### src/rtl/async_fifo.sv
// Single-clock FIFO: DEPTH x WIDTH storage, registered read data,
// full/empty status and a one-cycle error pulse on illegal accesses.
//
// Request semantics: wr_en_i / rd_en_i are requests sampled on the rising
// edge. A write is accepted only when full_o is low and a read only when
// empty_o is low, judged on the flags present before that edge. There is
// no other handshake. A rejected request changes nothing except error_o.
module async_fifo #(
  parameter int DEPTH     = 16,
  parameter int WIDTH     = 8,
  parameter int PTR_WIDTH = 4
) (
  input  logic             clk_i,
  input  logic             rst_n_i,
  input  logic             wr_en_i,
  input  logic [WIDTH-1:0] wdata_i,
  output logic             full_o,
  input  logic             rd_en_i,
  output logic [WIDTH-1:0] rdata_o,
  output logic             empty_o,
  output logic             error_o
);

  // Pointers carry one extra wrap bit so that full and empty can be told apart.
  logic [PTR_WIDTH:0]   r_wr_ptr;
  logic [PTR_WIDTH:0]   r_rd_ptr;
  logic [WIDTH-1:0]     r_mem [DEPTH];
  logic [WIDTH-1:0]     r_rdata;
  logic                 r_error;

  logic                 w_wr_req;
  logic                 w_rd_req;
  logic                 w_full;
  logic                 w_empty;
  logic                 w_wr_acc;
  logic                 w_rd_acc;

  // An X or undriven enable must not count as a request.
  assign w_wr_req = (wr_en_i === 1'b1);
  assign w_rd_req = (rd_en_i === 1'b1);

  // Status decoded from the registered pointers.
  assign w_empty = (r_wr_ptr == r_rd_ptr);
  assign w_full  = (r_wr_ptr[PTR_WIDTH] != r_rd_ptr[PTR_WIDTH]) &&
                   (r_wr_ptr[PTR_WIDTH-1:0] == r_rd_ptr[PTR_WIDTH-1:0]);

  assign w_wr_acc = w_wr_req && !w_full;
  assign w_rd_acc = w_rd_req && !w_empty;

  assign full_o  = w_full;
  assign empty_o = w_empty;
  assign rdata_o = r_rdata;
  assign error_o = r_error;

  // Storage array: written on accepted writes, never cleared by reset.
  always_ff @(posedge clk_i) begin
    if (w_wr_acc) begin
      r_mem[r_wr_ptr[PTR_WIDTH-1:0]] <= wdata_i;
    end
  end

  // Write pointer advances on each accepted write, wrapping modulo 2*DEPTH.
  always_ff @(posedge clk_i or negedge rst_n_i) begin
    if (!rst_n_i) begin
      r_wr_ptr <= '0;
    end else if (w_wr_acc) begin
      r_wr_ptr <= r_wr_ptr + 1'b1;
    end
  end

  // Read pointer and registered read data; data holds when no read is accepted.
  always_ff @(posedge clk_i or negedge rst_n_i) begin
    if (!rst_n_i) begin
      r_rd_ptr <= '0;
      r_rdata  <= '0;
    end else if (w_rd_acc) begin
      r_rd_ptr <= r_rd_ptr + 1'b1;
      r_rdata  <= r_mem[r_rd_ptr[PTR_WIDTH-1:0]];
    end
  end

  // One-cycle pulse for every edge that saw an illegal request.
  always_ff @(posedge clk_i or negedge rst_n_i) begin
    if (!rst_n_i) begin
      r_error <= 1'b0;
    end else begin
      r_error <= (w_wr_req && w_full) || (w_rd_req && w_empty);
    end
  end

endmodule

### config.mk
export PLATFORM = sky130hd
export DESIGN_NAME = async_fifo
export DESIGN_NICKNAME = d
export VERILOG_FILES = /design/src/rtl/async_fifo.sv
export SDC_FILE = /design/constraint.sdc
export NUM_CORES = 1
export LEC_CHECK = 0
export CORE_MARGIN = 1.5
export CORE_UTILIZATION = 40
export CTS_CLUSTER_DIAMETER = 50
export DETAILED_ROUTE_END_ITERATION = 10
export MAX_ROUTING_LAYER = met4
export PLACE_DENSITY = 0.58
export SYNTH_ARGS = -nofsm -noshare
export SYNTH_HDL_FRONTEND = slang
export SYNTH_SLANG_ARGS = --single-unit
### constraint.sdc
create_clock -name clk_i -period 3.27 [get_ports clk_i]
set_clock_uncertainty 0.2 [all_clocks]
set_input_delay 0.327 -clock clk_i [delete_from_list [all_inputs] [get_ports clk_i]]
set_output_delay 0.327 -clock clk_i [all_outputs]
set_load 0.01 [all_outputs]
==> flow_metrics.py <==
metrics = {
    "timing": {
        "worst_pin_slew_ps": 1020,
        "rsz0062_at_grt": "false",
        "slew_headroom_pct": 32.1,
        "fin_tns_setup_ps": 0,
        "post-route-min-period_ps": 2660,
        "finalMaxSlewViolations": 0,
        "setup_violations": 0,
        "max_freq_mhz": 376,
        "hold_viol": 0,
        "fin_crit_sh_pct": 81.4,
    },
    "placed_design": {
        "dp_hpwl_um": 8030,
        "finalWeightedCongestion": 0.753,
        "placed_area_um2": 6420,
        "portBuffers": 22,
    },
    "critical_path": {
        "cp_max_fo": 8,
        "path_class": "flip-flop to primary output",
        "critPathTopFamily": "buffers and inverters",
        "path_cells": "xnor2_1, nand4_1, buf_4, nor2_1, clkdlybuf4s50_1",
        "worst-endpoint-arrival_ps": 2130,
        "cp_num_buf_inv": 2,
        "cp-start-kind": "flip-flop",
        "endpoint_kind": "primary output",
        "critical-path-slowest-cell": "clkdlybuf4s50_1",
        "slowest_delay_ps": 550,
        "critPathRequiredTime_ps": 2740,
    },
    "logic_synthesis": {
        "synth_flop_cell": "edfxtp_1",
        "synth_top_cell_by_area": "edfxtp_1",
        "ys_warn_count": 0,
        "yosysSeqAreaShare_pct": 72.1,
        "netlist_instances": 306,
        "ys_seq_elements": 147,
        "syn_area_per_cell_um2": 19.6,
        "synthTopCellsByArea": "edfxtp_1 64%, dfrtp_1 7.9%, mux4_1 6.1%",
        "yosys.area.top_type_share_pct": 64.1,
        "synth-edff-count": 128,
        "yosysMostFrequentCell": "edfxtp_1",
        "synth_cell_type_count": 30,
        "synth_fp_nets": 323,
        "syn_area_um2": 5990,
        "synthTopCellsByCount": "128 x edfxtp_1, 19 x dfrtp_1, 18 x mux2_2, 16 x mux2i_1, 15 x and3_1",
        "async_reset_ff_share_pct": 12.9,
    },
    "clocking": {
        "root_buffer": "clkbuf_16",
        "postCtsSetupRepairBufs": 0,
        "clock_sinks": 147,
        "clk_latency_ps": 410,
        "cts_made_buffers": 17,
        "htreeDepth": 4,
        "cts_resized": 0,
        "clk_pin_slew_worst_paths_ps": 60,
        "cts_tree": "done",
        "cts_hold_buf": 0,
        "cts_buffer_depth": 2,
    },
    "final_layout": {
        "synthToLayoutAreaGrowth_pct": 17.4,
        "drive_gt1_share_pct": 19.7,
        "num-fill-cells": 1229,
        "regArea_um2": 4320,
        "fin_area_um2": 7030,
        "diodes": 0,
        "final_util_pct": 48.2,
        "multi_input_area_um2": 1570,
        "final_nets": 356,
    },
    "floorplanning": {
        "rows": 44,
        "fp.dieW_um": 125,
        "initial_core_util_pct": 41.1,
        "core_um2": 14600,
        "ios": 23,
        "die_h_um": 125,
        "die_area_um2": 15700,
    },
    "route": {
        "first_pass_iters": 4,
        "wl_um": 12600,
        "drt_iter0_markers": 236,
        "routedWlPerCell_um": 23.6,
        "drc": 0,
        "vias_per_cell": 5.46,
        "antenna_left": 0,
        "vias": 2919,
    },
    "pwr": {
        "leakagePower_uw": 0.00246,
        "vdd_drop_max_mv": 0.425,
        "powerDensity_nw_per_um2": 924,
    },
    "global_routing": {
        "grt_pass1_vias": 3038,
        "grt_max_degree": 30,
        "antenna_found_initial": 0,
        "track_usage_pct": 17.6,
        "grt_pass1_wl_um": 19100,
        "gr-total-overflow": 0,
    },
    "worst_hold_path": {
        "hold_class": "primary input to async pin",
    },
    "flow_run": {
        "drv_cap": 0,
    },
    "status": {
        "outcome": "completed",
    },
}
## routing by layer
| layer | global-route usage, % | vias up | routed length [um] |
|---|---|---|---|
| met5 | - | - | 0 |
| met4 | 6.82 | 0 | 213 |
| met3 | 3.68 | 13 | 295 |
| met2 | 26.7 | 41 | 6060 |
| met1 | 23.4 | 1550 | 6050 |
| li1 | - | 1315 | - |
## registers in the layout (all words and copies together) (netlist names)
register	count
error_o	1
r_mem	128
r_rd_ptr	5
r_wr_ptr	5
rdata_o	8
## cell usage in the layout, fill, tap and decap left out, drive strengths merged
cell type,instances
a21oi,1
a221oi,8
a22o,8
and2,1
and3,15
buf,9
bufinv,4
clkbuf,17
clkdlybuf4s50,22
clkinv,6
clkinvlp,3
dfrtp,19
edfxtp,128
ha,5
inv,4
mux2,18
mux2i,16
mux4,24
nand2,2
nand2b,8
nand4,1
nor2,4
nor2b,5
nor3,1
o2111ai,1
o211ai,5
o21a,1
o21ai,1
xnor2,13
xor2,1
## area by class of cell
cell class / count / share of cell area [%]
sequential: 147 / 61.4
multi-input combinational: 139 / 22.3
clock buffer: 17 / 6.05
timing repair buffer: 31 / 4.09
tap: 184 / 3.27
clock inverter: 14 / 2.67
inverter: 3 / 0.160
## through the flow
step | hold slack [ps] | power (uW) | worst slack (ps) | cells
3_5_place_dp | 302 | 4560 | 769 | 504
4_1_cts | 316 | 6560 | 574 | 535
6_report | 272 | 6500 | 610 | 535
2_1_floorplan | -169 | 3870 | 751 | 306
3_3_place_gp | 291 | 4530 | 765 | 504
5_1_grt | 313 | 6790 | 453 | 535
## cells by family after synthesis
| group | count (synthesis) | share of synthesized area [%] |
|---|---|---|
| and+or+nand+nor | 37 | 3.59 |
| xor gates and xnor gates | 14 | 2.05 |
| muxes | 58 | 16.0 |
| adders and majority gates | 5 | 1.04 |
| buffers and inverters | 20 | 1.69 |
| DFF | 147 | 72.1 |
| AOI/OAI and AO/OA | 25 | 3.59 |
## worst paths after layout
path	startpoint	to	slack, ps	cells after the start
setup / recovery	r_wr_ptr[1]$_DFFE_PN0P_	empty_o	610	5
hold / removal	rst_n_i	r_rd_ptr[3]$_DFFE_PN0P_	270	1
setup reg to reg	r_rd_ptr[1]$_DFFE_PN0P_	rdata_o[5]$_DFFE_PN0P_	810	5
hold reg to reg	rdata_o[6]$_DFFE_PN0P_	rdata_o[6]$_DFFE_PN0P_	320	1
max in group asynchronous	rst_n_i	r_rd_ptr[2]$_DFFE_PN0P_	1920	1
min in group clk_i	rdata_o[6]$_DFFE_PN0P_	rdata_o[6]$_DFFE_PN0P_	320	1
## power breakdown
group	leakage [uW]	internal, uW	switching, uW
registers	0.00138	2340	153
clock network	0.000293	1270	739
logic	0.000784	964	1040
total	0.00246	4570	1930
No activity file was read; power rests on OpenSTA's default activity.
